## src/rtl/fifo_pack_pkg.sv

```systemverilog
// Shared definitions for the FIFO write-side packer: word layout, field
// positions at the default configuration, and the DATASIZE helper.
package fifo_pack_pkg;

  localparam int unsigned IN_WIDTH_DEF = 8;
  localparam int unsigned PACK_DEF     = 4;
  localparam int unsigned CNTW_DEF     = $clog2(PACK_DEF);

  // Word = {last, lane count - 1, lanes}; lane 0 sits in the LSBs.
  function automatic int unsigned datasize(input int unsigned in_width,
                                           input int unsigned pack);
    return 1 + $clog2(pack) + pack * in_width;
  endfunction

  localparam int unsigned DATASIZE_DEF = datasize(IN_WIDTH_DEF, PACK_DEF);

  localparam int unsigned LAST_BIT = DATASIZE_DEF - 1;
  localparam int unsigned CNT_MSB  = DATASIZE_DEF - 2;
  localparam int unsigned DATA_MSB = PACK_DEF * IN_WIDTH_DEF - 1;
  localparam int unsigned CNT_LSB  = DATA_MSB + 1;

  typedef struct packed {
    logic                               last;
    logic [CNTW_DEF-1:0]                cnt;
    logic [PACK_DEF*IN_WIDTH_DEF-1:0]   lanes;
  } pack_word_t;

endpackage

```

## src/rtl/pack_out_stage.sv

```systemverilog
// Single-entry staging register in front of the FIFO write port, with the
// push/load handshake and the pushed-word counter.
module pack_out_stage
  import fifo_pack_pkg::*;
#(
  parameter int DATASIZE = 35
) (
  input  logic                write_clk,
  input  logic                read_reset_n,
  input  logic                load,
  input  logic [DATASIZE-1:0] load_word,
  input  logic                write_full,
  output logic                write_enable,
  output logic [DATASIZE-1:0] write_data,
  output logic                stage_ready,
  output logic [15:0]         words_written
);

  logic out_valid;

  // write_enable is gated by write_full, so the FIFO never sees a push while full.
  assign write_enable = out_valid & ~write_full;
  assign stage_ready  = ~out_valid | ~write_full;

  always_ff @(posedge write_clk or negedge read_reset_n) begin
    if (!read_reset_n) begin
      out_valid     <= 1'b0;
      write_data    <= '0;
      words_written <= '0;
    end else begin
      if (load) begin
        write_data <= load_word;
        out_valid  <= 1'b1;
      end else if (write_enable) begin
        out_valid  <= 1'b0;
      end
      if (write_enable)
        words_written <= words_written + 16'd1;
    end
  end

endmodule

```

## src/rtl/fifo_write_packer.sv

```systemverilog
// Packs PACK input lanes into one dual-clock FIFO word. Define
// PACKER_FLUSH_TIMEOUT_EN to force-flush partial words after TIMEOUT idle cycles.
module fifo_write_packer
  import fifo_pack_pkg::*;
#(
  parameter  int IN_WIDTH = 8,
  parameter  int PACK     = 4,
  parameter  int TIMEOUT  = 16,
  localparam int CNTW     = $clog2(PACK),
  localparam int DATASIZE = datasize(IN_WIDTH, PACK)
) (
  input  logic                write_clk,
  input  logic                read_reset_n,
  input  logic [IN_WIDTH-1:0] in_data,
  input  logic                in_valid,
  input  logic                in_last,
  output logic                in_ready,
  input  logic                write_full,
  output logic                write_enable,
  output logic [DATASIZE-1:0] write_data,
  output logic [15:0]         words_written
);

  localparam int LANEW = PACK * IN_WIDTH;

  if (PACK < 2 || (PACK & (PACK - 1)) != 0 || TIMEOUT < 1) begin : g_bad_param
    $error("fifo_write_packer: PACK must be a power of two >= 2 and TIMEOUT >= 1");
  end

  logic [CNTW-1:0]     cnt;
  logic [LANEW-1:0]    acc;
  logic [LANEW-1:0]    merged;
  logic                accept;
  logic                close;
  logic                flush;
  logic                load;
  logic                stage_ready;
  logic [DATASIZE-1:0] load_word;

  assign in_ready = stage_ready;
  assign accept   = in_valid & in_ready;
  assign close    = accept & ((cnt == CNTW'(PACK - 1)) | in_last);
  assign load     = close | flush;

  always_comb begin
    merged = acc;
    for (int unsigned l = 0; l < PACK; l++) begin
      if (cnt == CNTW'(l))
        merged[l*IN_WIDTH +: IN_WIDTH] = in_data;
    end
  end

  always_comb begin
    load_word = '0;
    if (close)
      load_word = {in_last, cnt, merged};
    else if (flush)
      load_word = {1'b0, CNTW'(cnt - 1'b1), acc};
  end

`ifdef PACKER_FLUSH_TIMEOUT_EN
  localparam int TW = $clog2(TIMEOUT + 1);

  logic [TW-1:0] idle_timer;

  // A flush needs the staging slot, which is free exactly when in_ready is high.
  assign flush = (cnt != '0) & ~accept & stage_ready &
                 (idle_timer == TW'(TIMEOUT - 1));

  always_ff @(posedge write_clk or negedge read_reset_n) begin
    if (!read_reset_n)
      idle_timer <= '0;
    else if (accept || flush || cnt == '0)
      idle_timer <= '0;
    else if (idle_timer != TW'(TIMEOUT - 1))
      idle_timer <= idle_timer + 1'b1;
  end
`else
  assign flush = 1'b0;
`endif

  always_ff @(posedge write_clk or negedge read_reset_n) begin
    if (!read_reset_n) begin
      cnt <= '0;
      acc <= '0;
    end else if (load) begin
      cnt <= '0;
      acc <= '0;
    end else if (accept) begin
      cnt <= cnt + 1'b1;
      acc <= merged;
    end
  end

  pack_out_stage #(
    .DATASIZE(DATASIZE)
  ) u_out_stage (
    .write_clk    (write_clk),
    .read_reset_n (read_reset_n),
    .load         (load),
    .load_word    (load_word),
    .write_full   (write_full),
    .write_enable (write_enable),
    .write_data   (write_data),
    .stage_ready  (stage_ready),
    .words_written(words_written)
  );

endmodule

```

## config.mk

```make
export PLATFORM = sky130hd
export DESIGN_NAME = fifo_write_packer
export DESIGN_NICKNAME = d
export VERILOG_FILES = /design/src/rtl/fifo_pack_pkg.sv /design/src/rtl/pack_out_stage.sv /design/src/rtl/fifo_write_packer.sv
export SDC_FILE = /design/constraint.sdc
export NUM_CORES = 1
export LEC_CHECK = 0
export ABC_AREA = 1
export CELL_PAD_IN_SITES_DETAIL_PLACEMENT = 0
export CELL_PAD_IN_SITES_GLOBAL_PLACEMENT = 1
export CORE_ASPECT_RATIO = 1.25
export CORE_MARGIN = 2
export CORE_UTILIZATION = 45
export CTS_BUF_LIST = sky130_fd_sc_hd__clkbuf_8
export CTS_CLUSTER_DIAMETER = 40
export CTS_CLUSTER_SIZE = 25
export DETAILED_ROUTE_END_ITERATION = 7
export PLACE_DENSITY_LB_ADDON = 0.12
export SLEW_MARGIN = 20
export SYNTH_ARGS = -nofsm -noshare
export SYNTH_HDL_FRONTEND = slang
export SYNTH_SLANG_ARGS = --single-unit
```

## constraint.sdc

```tcl
create_clock -name write_clk -period 2.7 [get_ports write_clk]
set_clock_uncertainty 0.15 [all_clocks]
set_input_delay 0.27 -clock write_clk [delete_from_list [all_inputs] [get_ports write_clk]]
set_output_delay 0.27 -clock write_clk [all_outputs]
set_load 0.02 [all_outputs]
```

==> results.toml, run 1 <==
[drt]
drc = 0
wl_per_cell_um = 14.10
postRouteAntennaNets = 0
drt_iter0_markers = 143
totalWireLength_mm = 8.195
drtPass1Iterations = 4
vias = 2934
viasPerCell = 5.050

[yosys]
syn_nets = 434
yosysMostFrequentCell = "nand2_1"
async_reset_ff_share_pct = 100.0
yosys.area_share.xor_xnor_pct = 1.795
synth_common_cells = "nand2_1 (91), dfrtp_1 (86), inv_1 (48)"
synth_ff_type = "dfrtp_1"
yosysWarnings = 0
netlist_area_um2 = 3904
synthMuxAreaShare_pct = 0
synth_top_family_by_area = "simple AND/OR/NAND/NOR gates"
synth_edf_count = 0
yosys.area_share.simple_pct = 17.98
synth_compound_area_share_pct = 14.42
synthAdderAreaFrac_pct = 1.603
synthTopCellsByArea = "dfrtp_1 (55%), nand2_1 (8.8%), o21ai_2 (5.8%), inv_1 (4.6%), nor2_1 (4.0%)"
ys_ff_latch = 86
synth.avg_cell_area_um2 = 9.384
yosysSeqAreaShare_pct = 55.13
yosysUniqueCellTypes = 27
synth_cells = 416
synth_top_cell_by_area = "dfrtp_1"
yosysTopAreaCellShare_pct = 55.13

[cells_and_area]
diodes = 0
layout-drive-gt1-share_pct = 12.06
nFillCells = 785
nets = 494
synthToLayoutAreaGrowth_pct = 22.82

[cts]
clock_latency_ps = 350
ctsRootBufferMaster = "clkbuf_8"
numCtsBuffers = 9
clock_path_buffers = 2
clkTransAtPathRegs_ps = 90
cts_tree = "built"
htree_levels = 3
cts_resized = 0
clkSinkCount = 86

[timing]
finalHoldViolCount = 0
slew_headroom_pct = 63.41
drv_slew = 0
rsz0062_at_grt = "no"
holdWs_ps = 259.3
max_freq_mhz = 478.1
setup_viol = 0
worst_pin_slew_ps = 548.8
final.period_utilization_pct = 77.47
fin_setup_tns_ps = 0
timing.final.crit_period_ps = 2092

[grt]
grt_use_total_pct = 19.26
top_usage_layer = "met2"
grt_antenna_before_repair = 0
grt_max_degree = 63
gr-usage-met1_pct = 26.45
grtUsageMet3_pct = 2.748
grt_pass1_wl_mm = 14.05
grt.overflow.total = 0
grt_pass1_vias = 2878
use_met2_pct = 30.19

[worst_setup_path]
worstSetupStartpoint = "cnt[0]"
crit_end = "u_out_stage.write_data[16]"
path_max_fanout = 62
worstReg2RegStart = "cnt[0]"
cp_cell_sequence = "ha_1, nor2_4, nor2_8, inv_6, nand2_1, o21ai_2"
cpMaxStageDelayCell = "dfrtp_1"
cp_data_arrival_time_ps = 2230
crit_path_end_kind = "flip-flop"
crit_buf_inv = 1
r2r_slack_ps = 610
crit_required_ps = 2840
start_kind = "flip-flop"
r2r_cells = 6
r2r_end = "u_out_stage.write_data[16]"
cp_slowest_stage_delay_ps = 410
path_depth = 6
path_class = "reg -> reg"
cp_top_family = "simple AND/OR/NAND/NOR gates"

[status]
status = "finished, final reports clean"

[floorplanning]
die_h_um = 108.1
core_area_um2 = 8558
fp.dieW_um = 87.31
row_count = 38
start_util_pct = 45.61
die-area_um2 = 9441
ios = 66

[power]
total_power_uw = 4694
p_leak_uw = 0.002205
ir_drop_mv = 0.5593
powerDensity_nw_per_um2 = 978.9

[hold_path]
min_path_type = "in -> async"

[placed_design]
port_buffers = 65
finalWeightedCongestion = 0.7740
dpl.hpwl_mm = 5.538

[job]
cap_violations = 0
-- registers in the layout, indices dropped and copies added, names as in the netlist --
name	flops
acc	32
u_out_stage.write_data	35
u_out_stage.out_valid	1
cnt	2
u_out_stage.words_written	16
-- stage by stage --
stage	setup WS (ps)	cell area, um2	utilization (%)	cells
global placement	670.3	4546	53.11	564
floorplan	1113	3904	-	416
detailed placement	592.9	4546	53.11	564
finish	608.3	4795	56.02	581
global route	415.4	4795	56.02	581
CTS	575.0	4795	56.02	581
-- cells by family (layout without fill, tap and decap cells) --
logic type	Yosys count	in the layout
xor gates and xnor gates	8	8
adders and majority gates	5	5
buffers and inverters	69	134
AOI/OAI and AO/OA	87	87
DFF	86	86
and+or+nand+nor	161	161
-- placed cells by master, fill, tap and decap left out --
| master | synthesis | final |
|---|---|---|
| o21ai_0 | 12 | 12 |
| bufinv_16 | 0 | 3 |
| nand4_1 | 4 | 4 |
| nand2_1 | 91 | 91 |
| clkdlybuf4s50_1 | 0 | 64 |
| inv_6 | 1 | 1 |
| nor2_4 | 3 | 3 |
| buf_12 | 0 | 1 |
| nand2_4 | 2 | 2 |
| nor2_1 | 42 | 42 |
| clkinv_4 | 0 | 2 |
| o22ai_1 | 24 | 24 |
| xor2_1 | 5 | 5 |
| buf_4 | 2 | 2 |
| nor2_8 | 1 | 1 |
| o21ai_2 | 26 | 26 |
| xnor2_1 | 3 | 3 |
| nand2_2 | 5 | 5 |
| nand3b_1 | 1 | 1 |
| dfrtp_1 | 86 | 86 |
| ha_1 | 5 | 5 |
| nand3_1 | 10 | 10 |
| inv_1 | 48 | 50 |
| inv_4 | 1 | 1 |
| nor2_2 | 2 | 2 |
| dlygate4sd3_1 | 0 | 1 |
| clkbuf_8 | 0 | 9 |
| a21oi_1 | 25 | 25 |
-- worst min-delay path by stage --
stage | slack [ps] | end | cells past startpoint
after floorplan | -180 | acc[0] | 0
after global placement | 110 | u_out_stage.words_written[9] | 1
after detailed placement | 110 | u_out_stage.words_written[9] | 1
after CTS | 260 | u_out_stage.words_written[9] | 2
after global routing | 290 | u_out_stage.words_written[9] | 2
final | 260 | u_out_stage.words_written[9] | 2
-- routing by layer --
layer  share of wire, %  wire [um]
met2                 48       3926
met4                2.7        223
met1                 46       3773
met5                  0          0
met3                3.3        272
-- area by class of cell --
cell class | count | area [um2] | area share [%]
Timing Repair Buffer | 68 | 685.7 | 14.30
Multi-Input combinational cell | 261 | 1398 | 29.15
Tap cell | 100 | 125.1 | 2.610
Sequential cell | 86 | 2152 | 44.89
Clock buffer | 9 | 123.9 | 2.584
Inverter | 50 | 195.2 | 4.071
Clock inverter | 7 | 115.1 | 2.401
-- where the power goes --
group | switching [uW] | internal (uW) | total (uW)
logic | 1040 | 754 | 1790
clock network | 459 | 612 | 1070
registers | 206 | 1620 | 1830
total | 1700 | 2990 | 4690
-- timing repair --
action,CTS,global route
endpoints found under the setup margin,0,0
setup buffers,0,0
endpoints found under the hold margin,32,0
hold buffers,1,0
Note: power is estimated with default switching activity, not from simulation.
==> run 2, diff against run 1 <==
--- a/config.mk
+++ b/config.mk
@@ -10,7 +10,7 @@
 export CELL_PAD_IN_SITES_GLOBAL_PLACEMENT = 1
 export CORE_ASPECT_RATIO = 1.25
 export CORE_MARGIN = 2
-export CORE_UTILIZATION = 45
+export CORE_UTILIZATION = 38
 export CTS_BUF_LIST = sky130_fd_sc_hd__clkbuf_8
 export CTS_CLUSTER_DIAMETER = 40
 export CTS_CLUSTER_SIZE = 25
==> constraint.sdc (replaced) <==
create_clock -name write_clk -period 1.81 [get_ports write_clk]
set_clock_uncertainty 0.15 [all_clocks]
set_input_delay 0.181 -clock write_clk [delete_from_list [all_inputs] [get_ports write_clk]]
set_output_delay 0.181 -clock write_clk [all_outputs]
set_load 0.02 [all_outputs]
==> run 2 against run 1 <==
Net effect:
- final area rose by 3.3%
- first-iteration DRC count fell by 13%
- non-clock buffer count rose by 13
- combinational power rose by 64%
- sequential cell count did not move
- hold slack got worse by 9.7 ps
- count of clock-buffer cells in the layout rose by 2
- global-route usage fell by 2.9 points
- critical path depth fell by 5
- critical endpoint is now words_written[2]
- highest routed layer unchanged
==> results.toml, run 2 (synthesis results as in run 1) <==
[drt]
drtPass1Iterations = 4
drt_iter0_markers = 124
wl_per_cell_um = 13.56
totalWireLength_mm = 8.447
viasPerCell = 4.724
drc = 0
vias = 2943
postRouteAntennaNets = 0

[timing]
worst_pin_slew_ps = 476.0
slew_headroom_pct = 68.27
fin_setup_tns_ps = 0
timing.final.crit_period_ps = 1733
holdWs_ps = 249.7
rsz0062_at_grt = "no"
setup_viol = 0
drv_slew = 0
max_freq_mhz = 577.2
finalHoldViolCount = 0
final.period_utilization_pct = 95.72

[cells_and_area]
multiInputGateArea_um2 = 1400
layout_commonest_cell = "nand2_1"
regArea_um2 = 2152
top_register = "u_out_stage.write_data"
nFillCells = 997
finalInstanceArea_um2 = 4952
largestRegisters = "u_out_stage.write_data: 35 flops, acc: 32 flops, u_out_stage.words_written: 16 flops"
nets = 507
final_cell_mix = "nand2_1 (91), dfrtp_1 (86), clkdlybuf4s50_1 (54), inv_1 (49), nor2_1 (42)"
diodes = 0
largest_reg_flops = 35
synthToLayoutAreaGrowth_pct = 26.86
layout-drive-gt1-share_pct = 14.78

[cts]
clkTransAtPathRegs_ps = 80
numCtsBuffers = 9
clock_latency_ps = 350
clock_path_buffers = 2
cts_setup_buffers = 0
ctsRootBufferMaster = "clkbuf_8"
cts_tree = "built"
clkSinkCount = 86
htree_levels = 3

[power]
p_leak_uw = 0.002373
powerDensity_nw_per_um2 = 1413
ir_drop_mv = 0.7270

[worst_setup_path]
cpMaxStageDelayCell = "clkdlybuf4s50_1"
cp_cell_sequence = "clkdlybuf4s50_1"
path_max_fanout = 5
path_class = "reg -> out"
crit_required_ps = 1480
cp_slowest_stage_delay_ps = 630
cp_top_family = "buffers and inverters"
start_kind = "flip-flop"
cp_data_arrival_time_ps = 1400
crit_path_end_kind = "output pin"
crit_buf_inv = 1

[placed_design]
dpl.hpwl_mm = 5.715
place_area_um2 = 4730
finalWeightedCongestion = 0.7267
port_buffers = 65

[grt]
grt_antenna_before_repair = 0
grt_pass1_vias = 2828
grt_use_total_pct = 16.33
grtUsageMet3_pct = 2.505
grt_pass1_wl_mm = 14.07
use_met2_pct = 24.73
grt.overflow.total = 0
gr-usage-met1_pct = 22.88
grt_max_degree = 87
top_usage_layer = "met2"

[floorplanning]
ios = 66
die-area_um2 = 11100
die_h_um = 117.3
fp.dieW_um = 94.66
start_util_pct = 38.83
core_area_um2 = 10050
row_count = 41

[hold_path]
min_path_type = "in -> async"

[status]
status = "finished, final reports clean"

[job]
cap_violations = 0
[run 2: changes by cell type in the layout (fill, tap and decap cells not counted)]
cell,delta
clkdlybuf4s50_1,-10
buf_4,+9
dlymetal6s2s_1,+6
buf_12,+4
dlygate4sd2_1,+4
clkinv_2,+3
bufinv_16,-2
clkbuf_8,+2
clkinv_4,-2
ha_1,-1
ha_2,+1
inv_1,-1
[run 2: final timing paths]
path	startpoint	endpoint	slack, ps	cells after the start
worst min register to register	u_out_stage.write_data[29]	u_out_stage.write_data[29]	320	2
worst max-delay path	u_out_stage.words_written[2]	words_written[2]	80	1
max in group asynchronous	read_reset_n	acc[10]	890	3
worst min-delay path	read_reset_n	u_out_stage.write_data[30]	250	3
min in group write_clk	u_out_stage.write_data[29]	u_out_stage.write_data[29]	320	2
worst max register to register	cnt[0]	u_out_stage.write_data[9]	150	7
[run 2: metal layers]
layer	vias to the layer above	routed length, um
met5	-	0
met4	0	211
met3	16	338
met2	63	3945
met1	1385	3951
li1	1479	-
[run 2: area by class of cell]
type,instances,share of cell area (%)
inverters,50,3.941
well taps,129,3.259
repair buffers,81,17.03
multi-input cells,261,28.27
clock inverters,5,0.9853
flip-flops and latches,86,43.46
clock buffers,11,3.057
[run 2: worst min-delay path: stages]
cell           delay (ps)
dlygate4sd3_1         530
buf_4                 120
buf_12                350
[run 2: timing repair]
item / in CTS / in global routing
gates resized for setup: 4 / 7
hold buffers: 1 / 0
hold endpoints to repair: 86 / 0
endpoints found under the setup margin: 4 / 16
[run 2: through the flow]
step	cells	utilization, %	setup WS (ps)	total power, uW
after floorplan	416	-	222.6	4509
after global placement	606	47.04	73.68	5671
after detailed placement	606	47.04	65.82	5721
after CTS	623	49.08	10.60	7105
after global routing	623	49.25	10.84	7480
final	623	49.25	77.40	6995
[run 2: power breakdown]
part | switching, uW | internal (uW)
sequential | 284 | 2420
clock | 653 | 702
combinational | 1630 | 1310
